### src/rtl/temp_bcd_pkg.sv
// Shared constants and helpers for the fixed-point temperature to BCD converter.
// Latency: n/a (constants and constant functions only).
// Backpressure: n/a.
// Contents: FSM state encoding, nibble width, pow10() and clog2() constant functions.
package temp_bcd_pkg;

   localparam int NIBBLE_W = 4;

   typedef logic [1:0] state_t;

   localparam logic [1:0] ST_IDLE = 2'd0;
   localparam logic [1:0] ST_PREP = 2'd1;
   localparam logic [1:0] ST_CONV = 2'd2;
   localparam logic [1:0] ST_DONE = 2'd3;

   // 10^n as a 64-bit constant; n is small (digit counts).
   function automatic logic [63:0] pow10(input int n);
      logic [63:0] r;
      r = 64'd1;
      for (int i = 0; i < n; i++) begin
         r = r * 64'd10;
      end
      return r;
   endfunction

   // Smallest r with 2^r >= v.
   function automatic int clog2(input int v);
      int r;
      r = 0;
      while ((1 << r) < v) begin
         r++;
      end
      return r;
   endfunction

endpackage

### src/rtl/bcd_dabble_iter.sv
// Iterative double-dabble engine: one add-3/shift step per cycle while step=1.
// Latency: VAL_W step cycles after load for a full conversion.
// Backpressure: none; the caller sequences load/step.
// Ports: clk, rst (sync, active-high), load (capture val, clear BCD), val, step, bcd (accumulator).
module bcd_dabble_iter
   import temp_bcd_pkg::*;
#(
   parameter int VAL_W  = 15,
   parameter int DIGITS = 6
)(
   input  logic                         clk,
   input  logic                         rst,
   input  logic                         load,
   input  logic [VAL_W-1:0]             val,
   input  logic                         step,
   output logic [NIBBLE_W*DIGITS-1:0]   bcd
);

   localparam int BCD_W = NIBBLE_W * DIGITS;

   logic [VAL_W-1:0]       shreg_q, shreg_d;
   logic [BCD_W-1:0]       bcd_q, bcd_d;
   logic [BCD_W-1:0]       adj;
   logic [BCD_W+VAL_W-1:0] shifted;

   always_comb begin
      adj = bcd_q;
      for (int i = 0; i < DIGITS; i++) begin
         if (bcd_q[i*NIBBLE_W +: NIBBLE_W] >= 4'd5) begin
            adj[i*NIBBLE_W +: NIBBLE_W] = bcd_q[i*NIBBLE_W +: NIBBLE_W] + 4'd3;
         end
      end
      shifted = {adj, shreg_q} << 1;

      bcd_d   = bcd_q;
      shreg_d = shreg_q;
      if (load) begin
         shreg_d = val;
         bcd_d   = '0;
      end else if (step) begin
         bcd_d   = shifted[BCD_W+VAL_W-1:VAL_W];
         shreg_d = shifted[VAL_W-1:0];
      end
   end

   always_ff @(posedge clk) begin
      if (rst) begin
         shreg_q <= '0;
         bcd_q   <= '0;
      end else begin
         shreg_q <= shreg_d;
         bcd_q   <= bcd_d;
      end
   end

   assign bcd = bcd_q;

endmodule

### src/rtl/temp_fixed_to_bcd.sv
// Fixed-point temperature sample to rounded, saturating BCD digits with sign/overflow flags.
// Latency: result valid VAL_W+2 cycles after the accept cycle; one sample per VAL_W+3 cycles.
// Backpressure: result held in DONE until out_ready; in_ready is low outside IDLE.
// Ports: clk; rst_n (sync, active-high despite the name); in_valid/in_ready/temp_in sample
// handshake; out_valid/out_ready result handshake; bcd_out digits, neg, ovf flags.
module temp_fixed_to_bcd
   import temp_bcd_pkg::*;
#(
   parameter int DATA_W      = 15,
   parameter int FRAC_W      = 8,
   parameter int INT_DIGITS  = 3,
   parameter int FRAC_DIGITS = 2,
   parameter int SIGNED      = 0
)(
   input  logic                                          clk,
   input  logic                                          rst_n,
   input  logic                                          in_valid,
   output logic                                          in_ready,
   input  logic [DATA_W-1:0]                             temp_in,
   output logic                                          out_valid,
   input  logic                                          out_ready,
   output logic [NIBBLE_W*(INT_DIGITS+FRAC_DIGITS)-1:0]  bcd_out,
   output logic                                          neg,
   output logic                                          ovf
);

   localparam int INT_W = DATA_W - FRAC_W;
   localparam int ND    = INT_DIGITS + FRAC_DIGITS;
   localparam int FS_W  = NIBBLE_W * FRAC_DIGITS;
   localparam int VAL_W = INT_W + FS_W;
   localparam int PW    = FRAC_W + FS_W;
   localparam int ACC_W = NIBBLE_W * (ND + 1);
   localparam int CNT_W = (clog2(VAL_W) < 1) ? 1 : clog2(VAL_W);

   localparam logic [63:0]      MAXV       = pow10(ND) - 64'd1;
   localparam logic [PW-1:0]    FRAC_SCALE = PW'(pow10(FRAC_DIGITS));
   localparam logic [PW-1:0]    HALF_LSB   = PW'(64'd1 << (FRAC_W - 1));
   localparam logic [VAL_W-1:0] INT_SCALE  = VAL_W'(pow10(FRAC_DIGITS));
   localparam logic [CNT_W-1:0] CNT_LAST   = CNT_W'(VAL_W - 1);

   state_t                  state_q, state_d;
   logic [DATA_W-1:0]       sample_q, sample_d;
   logic [CNT_W-1:0]        cnt_q, cnt_d;
   logic                    neg_r_q, neg_r_d;
   logic                    ovf_r_q, ovf_r_d;
   logic [NIBBLE_W*ND-1:0]  bcd_hold_q, bcd_hold_d;
   logic                    neg_hold_q, neg_hold_d;
   logic                    ovf_hold_q, ovf_hold_d;

   logic                    sample_neg;
   logic [DATA_W-1:0]       mag;
   logic [FS_W-1:0]         frac_dec;
   logic [VAL_W-1:0]        val;
   logic                    val_ovf;
   logic [ACC_W-1:0]        acc;
   logic                    ovf_flag;
   logic [NIBBLE_W*ND-1:0]  bcd_fin;

   // Magnitude is taken on DATA_W bits and read unsigned, so the most-negative
   // code maps to 2^(DATA_W-1) exactly. Fraction rounds half up to FRAC_DIGITS.
   always_comb begin
      sample_neg = (SIGNED != 0) && sample_q[DATA_W-1];
      mag        = sample_neg ? -sample_q : sample_q;
      frac_dec   = FS_W'((PW'(mag[FRAC_W-1:0]) * FRAC_SCALE + HALF_LSB) >> FRAC_W);
      val        = VAL_W'(mag[DATA_W-1:FRAC_W]) * INT_SCALE + VAL_W'(frac_dec);
      val_ovf    = 64'(val) > MAXV;
   end

   bcd_dabble_iter #(
      .VAL_W  (VAL_W),
      .DIGITS (ND + 1)
   ) u_dabble (
      .clk  (clk),
      .rst  (rst_n),
      .load (state_q == ST_PREP),
      .val  (val),
      .step (state_q == ST_CONV),
      .bcd  (acc)
   );

   // The spare top digit is non-zero exactly when the value exceeds MAXV, so it
   // agrees with the PREP compare; both feed the saturation select.
   assign ovf_flag = ovf_r_q | (|acc[ACC_W-1 -: NIBBLE_W]);
   assign bcd_fin  = ovf_flag ? {ND{4'h9}} : acc[NIBBLE_W*ND-1:0];

   always_comb begin
      state_d    = state_q;
      sample_d   = sample_q;
      cnt_d      = cnt_q;
      neg_r_d    = neg_r_q;
      ovf_r_d    = ovf_r_q;
      bcd_hold_d = bcd_hold_q;
      neg_hold_d = neg_hold_q;
      ovf_hold_d = ovf_hold_q;
      case (state_q)
         ST_IDLE: begin
            if (in_valid) begin
               sample_d = temp_in;
               state_d  = ST_PREP;
            end
         end
         ST_PREP: begin
            neg_r_d = sample_neg;
            ovf_r_d = val_ovf;
            cnt_d   = '0;
            state_d = ST_CONV;
         end
         ST_CONV: begin
            cnt_d = cnt_q + 1'b1;
            if (cnt_q == CNT_LAST) begin
               state_d = ST_DONE;
            end
         end
         ST_DONE: begin
            // Snapshot so the outputs hold after the handshake while the
            // accumulator is reused by the next conversion.
            bcd_hold_d = bcd_fin;
            neg_hold_d = neg_r_q;
            ovf_hold_d = ovf_flag;
            if (out_ready) begin
               state_d = ST_IDLE;
            end
         end
         default: state_d = ST_IDLE;
      endcase
   end

   always_ff @(posedge clk) begin
      if (rst_n) begin
         state_q    <= ST_IDLE;
         sample_q   <= '0;
         cnt_q      <= '0;
         neg_r_q    <= 1'b0;
         ovf_r_q    <= 1'b0;
         bcd_hold_q <= '0;
         neg_hold_q <= 1'b0;
         ovf_hold_q <= 1'b0;
      end else begin
         state_q    <= state_d;
         sample_q   <= sample_d;
         cnt_q      <= cnt_d;
         neg_r_q    <= neg_r_d;
         ovf_r_q    <= ovf_r_d;
         bcd_hold_q <= bcd_hold_d;
         neg_hold_q <= neg_hold_d;
         ovf_hold_q <= ovf_hold_d;
      end
   end

   assign in_ready  = (state_q == ST_IDLE) && !rst_n;
   assign out_valid = (state_q == ST_DONE);
   assign bcd_out   = out_valid ? bcd_fin  : bcd_hold_q;
   assign neg       = out_valid ? neg_r_q  : neg_hold_q;
   assign ovf       = out_valid ? ovf_flag : ovf_hold_q;

endmodule

### config.mk
export PLATFORM = sky130hd
export DESIGN_NAME = temp_fixed_to_bcd
export DESIGN_NICKNAME = d
export VERILOG_FILES = /design/src/rtl/temp_bcd_pkg.sv /design/src/rtl/bcd_dabble_iter.sv /design/src/rtl/temp_fixed_to_bcd.sv
export SDC_FILE = /design/constraint.sdc
export NUM_CORES = 1
export LEC_CHECK = 0
export CAP_MARGIN = 40
export CELL_PAD_IN_SITES_DETAIL_PLACEMENT = 0
export CELL_PAD_IN_SITES_GLOBAL_PLACEMENT = 2
export CORE_MARGIN = 4
export CORE_UTILIZATION = 36
export CTS_CLUSTER_SIZE = 25
export DETAILED_ROUTE_END_ITERATION = 6
export GPL_ROUTABILITY_DRIVEN = 0
export PLACE_DENSITY_LB_ADDON = 0.1
export RECOVER_POWER = 100
export SYNTH_ARGS = -nofsm -noshare
export SYNTH_HDL_FRONTEND = slang
export SYNTH_SLANG_ARGS = --single-unit
export TNS_END_PERCENT = 50
### constraint.sdc
create_clock -name clk -period 5.2 [get_ports clk]
set_clock_uncertainty 0.15 [all_clocks]
set_input_delay 0.52 -clock clk [delete_from_list [all_inputs] [get_ports clk]]
set_output_delay 0.52 -clock clk [all_outputs]
set_load 0.005 [all_outputs]
* Yosys cells after proc, flatten, opt, wreduce, memory -nomap -nowiden *
Index checks and enable logic that the tools add are counted.

storage, ports and cells
  output and inout bits = 24
  flip-flop bits (word level) = 82
  logic and storage cells = 57
  bits of input ports = 19

operators by class
  multiplexer cells = 17
  equality and inequality tests = 7
  order comparisons = 6
  multipliers = 2
  reduce and logical (&&, ||, !) cells = 8
  add/sub/neg operators = 9

operator list
  cell                                                   count
  2-to-1 mux 20 bit                                      2
  2-to-1 mux 15 bit                                      2
  >= comparator 4 x 3 -> 1 bit, second input constant    6
  adder 4 x 2 -> 4 bit, second input constant            5
  2-to-1 mux 4 bit                                       5
  adder 15 x 8 -> 16 bit, second input constant          1
  adder 14 x 8 -> 15 bit                                 1
  multiplier 8 x 5 -> 13 bit, second input constant      1
  multiplier 7 x 5 -> 12 bit, second input constant      1
  case mux 2 bit (4 select lines)                        1
  case mux 4 bit (2 select lines)                        1
  2-to-1 mux 2 bit                                       3
  adder 4 x 1 -> 4 bit, second input constant            1
  == test 2 bit, second input constant                   2
  == test 4 bit, second input constant                   1
  inequality test 2 bit, second input constant           2
  OR reduction 4 bit                                     1
  adder 3 x 2 -> 3 bit, second input constant            1
  2-to-1 mux 3 bit                                       1
  AND reduction 3 bit                                    1
  == test 2 x 1 -> 1 bit, second input constant          1
  logical NOT 2 bit                                      1
  2-to-1 mux 1 bit                                       2
  inequality test 2 x 1 -> 1 bit, second input constant  1
  5 further kinds                                        5

* Longest topological paths before layout *
  depth in word-level cells = 4
  depth in mapped cells = 20
  depth with buffers taken out = 20

* By module *
From an unflattened synthesis, not the netlist that was laid out.

second synthesis, totals
  cells, all modules = 664
  area, all modules = 5,688.0 sq um

modules (own cells, without submodules)
  module             area an instance (sq um)  times used  cells each  seq. area each (sq um)
  temp_fixed_to_bcd  3,395.8                   1           400         860.8
  bcd_dabble_iter    2,292.2                   1           264         780.7

* Worst setup path before layout *
No wires, ideal clock.

  kind = reg-to-reg
  start point = register sample_q[3], in the netlist mag[3]
  end point = register u_dabble.shreg_q[11]
  setup time = 60 ps
  clock period less this slack = 4,443 ps
  arrival time = 4,232 ps
  cell stages (with the launch flop) = 20
  buffers on the path = 0
  data required time = 4,990 ps
  slack = 757 ps
  cells stage by stage = dfxtp_1 > ha_1 > ha_1 > fa_1 > ha_1 > a21o_1 > a21oi_1 > o21bai_1 > a21oi_1 > xnor2_1 > and3_1 > xor2_1 > ha_1 > o21ai_0 > o21ai_1 > a31o_1 > and4_4 > and3_1 > a311oi_1 > a32o_1

between the ends
  cells in the longest elaborated chain, start to end = 4

RTL lines
  item                        RTL line                  source
  start, declared             temp_fixed_to_bcd.sv:42   logic [DATA_W-1:0] sample_q, sample_d;
  start signal, assigned      temp_fixed_to_bcd.sv:140  sample_q <= sample_d;
  multiplier 8 x 5 -> 13 bit  temp_fixed_to_bcd.sv:64   frac_dec = FS_W'((PW'(mag[FRAC_W-1:0]) * FRAC_SCALE + HALF_LSB) >> FRAC_W);
  adder 15 x 8 -> 16 bit      temp_fixed_to_bcd.sv:64
  adder 14 x 8 -> 15 bit      temp_fixed_to_bcd.sv:65   val = VAL_W'(mag[DATA_W-1:FRAC_W]) * INT_SCALE + VAL_W'(frac_dec);
  2-to-1 mux 15 bit           bcd_dabble_iter.sv:37     if (load) begin
  end signal, assigned        bcd_dabble_iter.sv:51     shreg_q <= shreg_d;
  end, declared               bcd_dabble_iter.sv:21     logic [VAL_W-1:0] shreg_q, shreg_d;

No other way between the ends.
A chain may end at the register's enable or synchronous reset.

* Worst setup path in the final report *
Ends and elaborated chain as after synthesis.

==> results.toml <==
[run_status]
status = "complete, no violations"

[worst_setup_path]
crit_arrival_ps = 4960
crit_path_max_fanout = 5
cp_slowest_stage_delay_ps = 460
crit_start = "mag[3]"
cp_common_cell = "ha_1"
required_ps = 5330
cpMaxStageDelayCell = "fa_1"
cp-start-kind = "flop"
reg2reg_slack_ps = 370
r2r_start = "mag[3]"
crit_chain = "ha_1 -> ha_1 -> fa_1 -> ha_1 -> a21o_1 -> a21oi_1 -> o21bai_1 -> a21oi_1 -> xnor2_1 -> and3_1 -> xor2_1 -> ha_1 -> o21ai_0 -> o21ai_1 -> a31o_1 -> and4_2 -> and3_1 -> a311oi_1 -> a32o_1"
worstSetupPathType = "flop to flop"
critPathCaptureType = "flop"

[yosys]
synth_xor_area_share_pct = 5.882
ys_warn_count = 0
yosysMostFrequentCell = "dfxtp_1"
synth_common_cells = "82 x dfxtp_1, 80 x ha_1, 69 x nand2_1"
ys_seq_elements = 82
synth_area_mm2 = 0.005360
yosys.area.top_type = "dfxtp_1"
async_reset_ff_share_pct = 0
synth-seq-area-share_pct = 30.63
synth.area.top_cells = "dfxtp_1 31%, ha_1 19%, a21oi_1 6.2%"
synth_edf_count = 0
synth_top_family_by_area = "adder cells"
synth_compound_area_share_pct = 16.81
postSynthAreaPerCell_um2 = 8.171
synthCells = 656
synthMuxAreaShare_pct = 2.241
synth_nets = 761
synth_top_area_share_pct = 30.63
synth_adder_area_share_pct = 20.92
yosys.area_share.simple_pct = 17.65
synthDistinctLibCells = 52
synth_ff_type = "dfxtp_1"

[global_route]
grt_pass1_wl_mm = 20.77
grt_remaining_overflow = 0
grt_max_degree = 46
antenna_found_initial = 0
grt_pass1_vias = 4376
grt.total_usage_pct = 15.25

[finish]
utilization_pct = 43.25
final_cell_area_mm2 = 0.006286
final_layout_size_suffix_gt1_share_pct = 3.608
area_growth_pct = 17.27
antenna_cells = 0
final_nets = 793

[sta]
fin_crit_sh_pct = 92.89
hold_violations = 0
drv_slew = 0
rsz0062_at_grt = "false"
finalSetupViolCount = 0
tns_ps = 0
fmax_mhz = 207.0
worstMarginPinSlew_ps = 959.4
slew_headroom_pct = 36.04
min_period_ps = 4830

[floorplanning]
die-height_um = 130.0
design.core.area_mm2 = 0.01453
io_pins = 43
floorplan.initialDensity_pct = 36.88
rows = 44
die_w_um = 130.0
die-area_mm2 = 0.01691

[clock_network]
cts_tree = "built"
clk_pin_slew_ps = 60
cts_sinks = 82
hold_buffers = 0
root_buffer = "clkbuf_16"
htree_num_levels = 3
post_cts_resized = 0
post_cts_buffers = 0
cts_buffer_depth = 2
clkLatencyLatePin_ps = 340
cts_buffers = 9

[run]
drv_cap = 0

[hold_path]
worstHoldStart = "u_dabble.shreg_q[0]"
min_path_type = "flop to flop"

[placement]
place_area_mm2 = 0.005962
io_buffers = 42
dp_hpwl_mm = 8.802

[pwr]
p_leak_nw = 2.731
power_mw = 2.620
powerDensity_mw_per_mm2 = 416.8
vdd.ir_drop.worst_mv = 0.1775

[route]
routed_wl_mm = 11.96
viasPerCell = 5.023
drt-initial-drc-count = 155
wl_per_cell_um = 13.64
dr.pass1.iters = 4
via_count = 4405
drc_errors = 0
detail-route-antenna-nets = 0
[power by group]
part           switching [mW]  internal [mW]
Combinational           0.653          0.441
Sequential             0.0598          0.714
Clock                   0.268          0.483
Total                   0.981           1.64
[cell usage in the layout (no fill, tap or decap), drive strengths merged, types with 2 or more instances in the layout]
cell type,synthesis,layout
nand3b,2,2
ha,80,80
inv,58,58
o21ai,37,37
nand3,12,12
o21bai,2,2
o22a,5,5
and4,2,2
clkinvlp,0,2
a211oi,11,11
xnor2,24,24
clkbuf,24,12
clkdlybuf4s50,0,16
xor2,12,12
and2,17,17
buf,1,3
o22ai,6,6
a21o,4,4
nor3,8,8
bufinv,0,3
dlygate4sd3,0,25
and3,6,6
mux2i,12,12
clkinv,1,2
nor2,66,66
dfxtp,82,82
nand2,69,69
o211ai,3,3
nand2b,8,8
a21oi,67,67
fa,6,6
nor2b,12,12
[path summary, 6_finish.rpt]
| kind | end | depth (start not counted) |
|---|---|---|
| max | u_dabble.shreg_q[11] | 19 |
| min | u_dabble.shreg_q[0] | 2 |
| max reg2reg | u_dabble.shreg_q[11] | 19 |
| min reg2reg | u_dabble.shreg_q[0] | 2 |
[critical path: cells and delay by family (launching register included)]
kind	cells	cell delay [ps]
AO/OA/AOI/OAI	9	1580
adder cells (fa/ha/maj)	5	1660
flip-flops	1	400
XOR/XNOR	2	360
AND/OR/NAND/NOR	3	620
[state kept, by name, indices dropped and copies added (netlist names)]
name and cells:
u_dabble.shreg_q 15, mag 15, state_q 2, u_dabble.bcd 24, bcd_hold_q 20, cnt_q 4, ovf_hold_q 1, neg_hold_q 1
[final cells by class]
cell class,count,area [µm²]
clock buffer,10,239.0
sequential,82,1642
tap,184,230.2
fill,1479,8248
multi-input combinational,490,3402
clock inverter,6,113.9
inverter,59,221.5
timing repair buffer,46,437.9
[cell families (layout without fill, tap and decap cells)]
kind of cell | Yosys count | count (layout)
and+or+nand+nor | 207 | 207
AOI/OAI and AO/OA | 149 | 149
adders and majority gates | 86 | 86
buffers and inverters | 84 | 121
DFF | 82 | 82
xor gates and xnor gates | 36 | 36
muxes | 12 | 12
[routing by layer]
metal	vias up	GRT usage, %	part of all wire [%]
met5	-	0	0
met4	0	4.401	1.2
met3	10	3.602	2.9
met2	42	26.10	47
met1	2060	19.14	49
li1	2293	-	-
[stage by stage]
stage | hold WS (ps) | instances | setup WS [ps]
2_1_floorplan | 291.5 | 656 | 757.5
3_3_place_gp | 301.4 | 860 | 489.1
3_5_place_dp | 309.7 | 861 | 427.7
4_1_cts | 317.0 | 877 | 379.1
5_1_grt | 337.3 | 877 | 18.96
6_report | 319.7 | 877 | 369.6
(Power assumes the default switching activity.)
